==> config.mk <==
export PLATFORM = sky130hd
export DESIGN_NAME = data_mem_unit_flat
export DESIGN_NICKNAME = d
export VERILOG_FILES = /design/src/rtl/data_mem_unit_if.sv /design/src/rtl/data_mem_unit.sv /design/src/flat_wrapper.sv
export SDC_FILE = /design/constraint.sdc
export NUM_CORES = 2
export LEC_CHECK = 0
export ABC_AREA = 0
export CAP_MARGIN = 5
export CORE_MARGIN = 2
export CORE_UTILIZATION = 36
export DETAILED_ROUTE_END_ITERATION = 6
export GPL_TIMING_DRIVEN = 0
export PLACE_DENSITY = 0.51
export SLEW_MARGIN = 0
export SYNTH_ARGS = -nofsm -noshare
export SYNTH_HDL_FRONTEND = slang
export SYNTH_SLANG_ARGS = --single-unit
==> constraint.sdc <==
create_clock -name CLK -period 9.4 [get_ports CLK]
set_input_delay 1.41 -clock CLK [delete_from_list [all_inputs] [get_ports CLK]]
set_output_delay 1.41 -clock CLK [all_outputs]
set_load 0.02 [all_outputs]
==> src/rtl/data_mem_unit_if.sv <==
// Request/response bus between the MEM stage and the data memory unit.
interface data_mem_unit_if;
    logic        mRD;
    logic        mWR;
    logic [31:0] DAddr;
    logic [31:0] DataIn;
    logic [31:0] DataOut;
    logic        Busy;
    logic        Done;
    logic        AddrErr;

    modport master (
        output mRD, mWR, DAddr, DataIn,
        input  DataOut, Busy, Done, AddrErr
    );

    modport slave (
        input  mRD, mWR, DAddr, DataIn,
        output DataOut, Busy, Done, AddrErr
    );
endinterface

==> src/rtl/data_mem_unit.sv <==
// Multi-cycle, byte-addressed, big-endian word memory with request/done handshake.
// Busy/Done are registered one cycle behind the internal state, so a request that
// arrives while Done is showing is ignored and the back-to-back period is WAIT_CYCLES+3.
module data_mem_unit #(
    parameter int unsigned DEPTH_BYTES = 128,
    parameter int unsigned WAIT_CYCLES = 2
) (
    input logic            CLK,
    input logic            Reset,
    data_mem_unit_if.slave bus
);
    localparam int unsigned AW = $clog2(DEPTH_BYTES);
    localparam int unsigned WW = AW - 2;
    localparam int unsigned CW = 4;
    localparam logic [31:0]   LAST_WORD = 32'(DEPTH_BYTES - 4);
    localparam logic [CW-1:0] WAIT_LOAD = CW'(WAIT_CYCLES);

    typedef enum logic [1:0] {ST_IDLE, ST_WAIT, ST_DONE} state_t;

    state_t        state, state_nx;
    logic [CW-1:0] cnt, cnt_nx;
    logic [WW-1:0] word_q;
    logic [31:0]   wdata_q;
    logic          wr_q;
    logic [31:0]   dout_q;
    logic          busy_q, done_q, err_q;
    logic [7:0]    mem [DEPTH_BYTES];

    logic          req_c, ok_c, latch_c, access_c, err_c, acc_wr_c;
    logic [WW-1:0] acc_word_c;
    logic [31:0]   acc_data_c;

    // Request qualification: exactly one op, word aligned, inside storage.
    assign req_c = bus.mRD | bus.mWR;
    assign ok_c  = (bus.mRD ^ bus.mWR) && (bus.DAddr[1:0] == 2'b00) && (bus.DAddr <= LAST_WORD);

    // Next-state, counter and access control.
    always_comb begin
        state_nx   = state;
        cnt_nx     = cnt;
        latch_c    = 1'b0;
        access_c   = 1'b0;
        err_c      = 1'b0;
        acc_word_c = word_q;
        acc_wr_c   = wr_q;
        acc_data_c = wdata_q;
        case (state)
            ST_IDLE: begin
                if (!done_q && req_c) begin
                    if (ok_c) begin
                        latch_c = 1'b1;
                        cnt_nx  = WAIT_LOAD;
                        if (WAIT_CYCLES == 0) begin
                            access_c   = 1'b1;
                            acc_word_c = bus.DAddr[AW-1:2];
                            acc_wr_c   = bus.mWR;
                            acc_data_c = bus.DataIn;
                            state_nx   = ST_DONE;
                        end else begin
                            state_nx = ST_WAIT;
                        end
                    end else begin
                        err_c = 1'b1;
                    end
                end
            end
            ST_WAIT: begin
                if (cnt <= CW'(1)) begin
                    access_c = 1'b1;
                    cnt_nx   = '0;
                    state_nx = ST_DONE;
                end else begin
                    cnt_nx = cnt - CW'(1);
                end
            end
            ST_DONE: state_nx = ST_IDLE;
            default: state_nx = ST_IDLE;
        endcase
    end

    // State, latched request, storage and registered outputs.
    always_ff @(posedge CLK) begin
        if (!Reset) begin
            state   <= ST_IDLE;
            cnt     <= '0;
            word_q  <= '0;
            wdata_q <= '0;
            wr_q    <= 1'b0;
            dout_q  <= '0;
            busy_q  <= 1'b0;
            done_q  <= 1'b0;
            err_q   <= 1'b0;
            for (int unsigned i = 0; i < DEPTH_BYTES; i++) begin
                mem[AW'(i)] <= 8'h00;
            end
        end else begin
            state  <= state_nx;
            cnt    <= cnt_nx;
            busy_q <= (state == ST_WAIT);
            done_q <= (state == ST_DONE);
            err_q  <= err_c;
            if (latch_c) begin
                word_q  <= bus.DAddr[AW-1:2];
                wdata_q <= bus.DataIn;
                wr_q    <= bus.mWR;
            end
            if (access_c) begin
                if (acc_wr_c) begin
                    mem[{acc_word_c, 2'd0}] <= acc_data_c[31:24];
                    mem[{acc_word_c, 2'd1}] <= acc_data_c[23:16];
                    mem[{acc_word_c, 2'd2}] <= acc_data_c[15:8];
                    mem[{acc_word_c, 2'd3}] <= acc_data_c[7:0];
                end else begin
                    dout_q <= {mem[{acc_word_c, 2'd0}], mem[{acc_word_c, 2'd1}],
                               mem[{acc_word_c, 2'd2}], mem[{acc_word_c, 2'd3}]};
                end
            end
        end
    end

    assign bus.DataOut = dout_q;
    assign bus.Busy    = busy_q;
    assign bus.Done    = done_q;
    assign bus.AddrErr = err_q;
endmodule

==> src/flat_wrapper.sv <==
// flat-port wrapper written by rule: the top's interface ports become plain ports
module data_mem_unit_flat 
#(
    parameter int unsigned DEPTH_BYTES = 128,
    parameter int unsigned WAIT_CYCLES = 2
)
  (CLK, Reset, bus_mRD, bus_mWR, bus_DAddr, bus_DataIn, bus_DataOut, bus_Busy, bus_Done, bus_AddrErr);
  data_mem_unit_if bus_i ();
  input logic CLK;
  input logic Reset;
  input wire logic [$bits(bus_i.mRD)-1:0] bus_mRD;
  input wire logic [$bits(bus_i.mWR)-1:0] bus_mWR;
  input wire logic [$bits(bus_i.DAddr)-1:0] bus_DAddr;
  input wire logic [$bits(bus_i.DataIn)-1:0] bus_DataIn;
  output wire logic [$bits(bus_i.DataOut)-1:0] bus_DataOut;
  output wire logic [$bits(bus_i.Busy)-1:0] bus_Busy;
  output wire logic [$bits(bus_i.Done)-1:0] bus_Done;
  output wire logic [$bits(bus_i.AddrErr)-1:0] bus_AddrErr;
  assign bus_i.mRD = bus_mRD;
  assign bus_i.mWR = bus_mWR;
  assign bus_i.DAddr = bus_DAddr;
  assign bus_i.DataIn = bus_DataIn;
  assign bus_DataOut = bus_i.DataOut;
  assign bus_Busy = bus_i.Busy;
  assign bus_Done = bus_i.Done;
  assign bus_AddrErr = bus_i.AddrErr;
  data_mem_unit #(.DEPTH_BYTES(DEPTH_BYTES), .WAIT_CYCLES(WAIT_CYCLES)) u_core (.CLK(CLK), .Reset(Reset), .bus(bus_i));
endmodule
# --- Word-level counts from Yosys, hierarchy flattened ---
# Memories as Yosys holds them, arrays and structs flattened. A register that Yosys moved wholly into a read port is not among the register bits.
# Index checks and enable logic that the tools add are counted.
op_classes:
  add_sub_neg: 1
  magnitude_cmp: 2
  eq_ne: 5
  muxes: 31
  bitwise_logic: 3
  reduce_logical: 19
op_table:
  columns: ["op", "count"]
  rows:
  - ["less-or-equal comparator 32 x 7 -> 1 bit (second input constant)", 1]
  - ["2-to-1 mux 8 bit", 4]
  - ["OR reduction 8 bit", 4]
  - ["2-to-1 mux 7 bit", 4]
  - ["2-to-1 mux 1 bit", 15]
  - ["2-to-1 mux 4 bit", 3]
  - ["AND reduction 3 bit", 3]
  - ["case mux 4 bit (2 select lines)", 1]
  - ["2-to-1 mux 2 bit", 3]
  - ["inequality test 2 x 1 -> 1 bit (second input constant)", 3]
  - ["zero test 1 bit", 5]
  - ["less-or-equal comparator 4 x 1 -> 1 bit (second input constant)", 1]
  - ["zero test 2 bit", 2]
  - ["case mux 2 bit (2 select lines)", 1]
  - ["subtractor 4 x 1 -> 4 bit (second input constant)", 1]
  - ["logical AND 1 bit", 3]
  - ["equality test 2 x 1 -> 1 bit (second input constant)", 1]
  - ["equality test 2 bit (second input constant)", 1]
  - ["AND reduction 2 bit", 1]
  - ["nonzero test 2 bit", 1]
  - ["inverter 1 bit", 1]
  - ["OR 1 bit", 1]
  - ["XOR 1 bit", 1]
word_totals:
  regBits: 47
  ram_bits: 1024
  inputBits: 68
  wordCells: 70
  mem_count: 1
memory_table:
  columns: ["name", "depth", "width", "read_ports", "rd_ports_with_merged_regs", "wr", "line", "rtl"]
  rows:
  - ["u_core.mem", 128, 8, 4, 4, 128, "data_mem_unit.sv:27", "logic [7:0] mem [DEPTH_BYTES];"]

# --- Depth between registers and ports, before layout ---
logic_depth:
  word_depth: 8
  mapped_depth: 9
  ltp_nobuf: 7

# --- Worst setup path after synthesis ---
# No wires, ideal clock.
synth_path:
  path_kind: "input port to flip-flop"
  start: "in Reset"
  end: "mem u_core.mem[96][0] (enable)"
  setup_ps: 466
  arrival_time_ps: 4418
  setup_slack_ps: 4516
  cell_stages: 5
  path_buffers: 1
  cell_sequence: "and2_1 nand4_1 or3_1 clkbuf_1 o21ai_0"
synth_rtl:
  columns: ["item", "line", "rtl"]
  rows:
  - ["from (decl)", "flat_wrapper.sv:10", "input logic Reset;"]
  - ["to (decl)", "data_mem_unit.sv:27", null]

==> results.cfg <==
[hold_path]
min-delay-start = u_core.cnt[3]
hold_class = flop to flop
holdPathEnd = u_core.cnt[3]
min_path_cells = 2

[synth]
synth-edff-count = 1024
synth_area_um2 = 49520
ys_warn_count = 0
ys_types = 57
yosys_most_used_dff = edfxtp_1
async_flop_share_pct = 0
avgSynthCellArea_um2 = 14.28
synth_cells = 3467
synth-seq-cells = 1103
seq_area_frac_synth_pct = 65.29
synth_nets = 3538

[setup_path]
crit_type = flop to flop
endpoint_kind = flop
crit_path_start_kind = flop
slowest_delay_ns = 0.83
crit_slowest_cell = nor2_1
r2r-start = u_core.acc_word_c[0]
ff2ff_setup_slack_ns = 4.69
rr_worst_depth = 8
r2r-end = u_core.mem[111][0]
cp.arrival_ns = 5.21
critPathRequiredTime_ns = 9.90
cp_cell_sequence = buf_4 -> buf_6 -> buf_6 -> buf_4 -> nand3_1 -> nor2_1 -> clkbuf_1 -> and2_1
critPathMaxFanout = 10

[cts]
clock-root-buffer = clkbuf_16
ctsHoldBuffers = 0
ctsResizeCount = 0
clock_path_buffers = 3
post_cts_buffers = 0
htree_levels = 3
numClockSinks = 1103
cts_made_buffers = 118
clock_latency_ns = 0.75
clk_pin_slew_ns = 0.06
cts_tree = yes

[detailed_routing]
drtIter0Drc = 4224
avgViaCountPerCell = 5.619
firstDrtPassIters = 5
drc = 0
drt-total-wl_um = 195400
num_vias = 31662
post_drt_wl_per_cell_um = 34.68
antenna_left = 0

[timing]
slew_violations = 0
finalSetupViolCount = 0
post-route-min-period_ns = 4.708
finalHoldViolCount = 0
fmax_ghz = 0.2124
fin_crit_sh_pct = 50.08
clock_skew_ns = 0.02264
timing.final.ws_setup_ns = 4.692
grt_setup_unrepaired = no
finalSetupTns_ns = 0
tightest_slew_ns = 1.446
slew_headroom_pct = 3.398

[layout]
nNetsFinal = 3801
multi_input_area_um2 = 16010
regArea_um2 = 32330
fillers = 12557
area_growth_pct = 16.74
drive_gt1_share_pct = 12.29
mostFrequentLayoutCell = and2_1
final_cell_mix = and2_1 (1032), edfxtp_1 (1024), mux2i_1 (326)

[grt]
overflow = 0
grt_first_pass_wirelength_um = 261000
grtUsageTotal_pct = 27.45
antenna_found_initial = 8
grt_pass1_vias = 30971
grt_max_degree = 23

[floorplanning]
fp.dieW_um = 374.9
die-area_um2 = 140500
start_util_pct = 36.15
die_y_um = 374.9
core_area_um2 = 137000
rows = 136
io_pins = 103

[placed_design]
place_ws_ns = 3.737
dp_hpwl_um = 140000
port_buffers = 102
place_congestion = 0.9651

[outcome]
status = complete, no violations

[run]
max_cap_viol_count = 0

[power_and_ir_drop]
cellLeakagePower_nw = 18.72
powerDensity_nw_per_um2 = 184.6
irDropWorstVdd_v = 0.0001582
cells in the mapped netlist (2+ instances only):
library cell / n / share of area (%)
o21ai_0: 58 / 0.59
and2_1: 1032 / 13
nor4_1: 24 / 0.30
inv_1: 4 / 0.030
buf_6: 8 / 0.18
nor3_2: 3 / 0.061
clkbuf_2: 13 / 0.13
edfxtp_1: 1024 / 62
nand3b_1: 2 / 0.030
a22o_1: 11 / 0.19
ha_1: 3 / 0.076
buf_1: 5 / 0.038
nand2_1: 50 / 0.38
nor4b_1: 2 / 0.035
a31oi_1: 33 / 0.42
mux2_2: 4 / 0.091
nand3_1: 22 / 0.22
nor3_1: 8 / 0.081
nor2b_1: 44 / 0.56
nor3b_1: 2 / 0.030
nor2_1: 39 / 0.30
o211a_1: 2 / 0.040
buf_4: 39 / 0.59
mux4_2: 110 / 5.0
a22oi_1: 28 / 0.42
nand4bb_1: 5 / 0.11
and3_1: 5 / 0.063
nand2b_1: 11 / 0.14
dfxtp_1: 79 / 3.2
or4_1: 14 / 0.21
nand4b_1: 4 / 0.071
a21oi_1: 18 / 0.18
or2_2: 11 / 0.14
o22ai_1: 120 / 1.5
mux2i_1: 326 / 6.6
or4b_2: 2 / 0.040
clkbuf_1: 222 / 1.7
or3_1: 3 / 0.038
buf_2: 36 / 0.36
a211oi_1: 12 / 0.18
a221oi_1: 12 / 0.21
nand4_1: 2 / 0.025
power breakdown:
group          leakage (nW)  switching [mW]  internal (mW)
sequential             10.4          0.0600           5.57
clock                  1.84            2.02           2.66
combinational          6.53           0.227          0.135
metrics by stage:
stage	util [%]	total power [mW]	cells	hold WS, ns	instance area, um^2
2_1_floorplan	-	5.875	3467	0.4850	49520
3_3_place_gp	38.53	6.069	5363	0.5125	52780
3_5_place_dp	39.40	6.093	5402	0.5082	53970
4_1_cts	42.17	10.69	5625	0.5190	57760
5_1_grt	42.19	10.89	5628	0.5574	57790
6_report	42.20	10.67	5635	0.5254	57810
how the worst max path moves through the flow:
| stage | from | endpoint | cells after the start |
|---|---|---|---|
| after global placement | Reset | u_core.mem[45][0] | 6 |
| after floorplan | Reset | u_core.mem[96][0] | 5 |
| final | u_core.acc_word_c[0] | u_core.mem[111][0] | 8 |
| after global routing | u_core.acc_word_c[1] | u_core.mem[30][0] | 8 |
| after CTS | Reset | u_core.mem[22][2] | 7 |
| after detailed placement | Reset | u_core.mem[22][6] | 7 |
cells by family (layout without fill, tap and decap cells):
| group | Yosys count | count (layout) | share of synthesized area (%) |
|---|---|---|---|
| simple gates | 1294 | 1294 | 16.07 |
| buf+inv | 328 | 694 | 3.035 |
| other cells | 0 | 8 | 0 |
| mux | 440 | 440 | 11.68 |
| flops | 1103 | 1103 | 65.29 |
| xor+xnor | 1 | 1 | 0.01769 |
| fa+ha+maj | 3 | 3 | 0.07581 |
| compound gates | 298 | 298 | 3.828 |
flip-flops by register name, indices dropped and copies added (netlist names), 2 cells and up:
| register | count |
|---|---|
| u_core.acc_data_c | 32 |
| u_core.cnt | 4 |
| u_core.bus.DataOut | 32 |
| u_core.acc_word_c | 5 |
| u_core.mem | 1024 |
| u_core.state | 2 |
area by class of cell:
| type | instances | share of cell area [%] |
|---|---|---|
| clock buffers | 170 | 5.731 |
| inverters | 4 | 0.02597 |
| repair buffers | 143 | 3.316 |
| plain buffers | 324 | 2.573 |
| clock inverters | 53 | 0.8203 |
| multi-input cells | 2036 | 27.69 |
| well taps | 1794 | 3.883 |
| flip-flops and latches | 1103 | 55.93 |
| diodes | 8 | 0.03463 |
worst max-delay path, delay by kind of cell (launching register included):
kind	cells	cell delay, ns
AND/OR/NAND/NOR	3	1.98
buffers and inverters	5	1.96
flip-flops	1	0.47
per-layer routing:
layer	vias up	global-route usage (%)	part of all wire [%]
met4	4	14.30	6.1
met5	-	0	0.011
met3	437	5.526	7.6
li1	13212	-	-
met1	16415	35.61	40
met2	1594	43.55	46
Note: power is estimated with default switching activity, not from simulation.
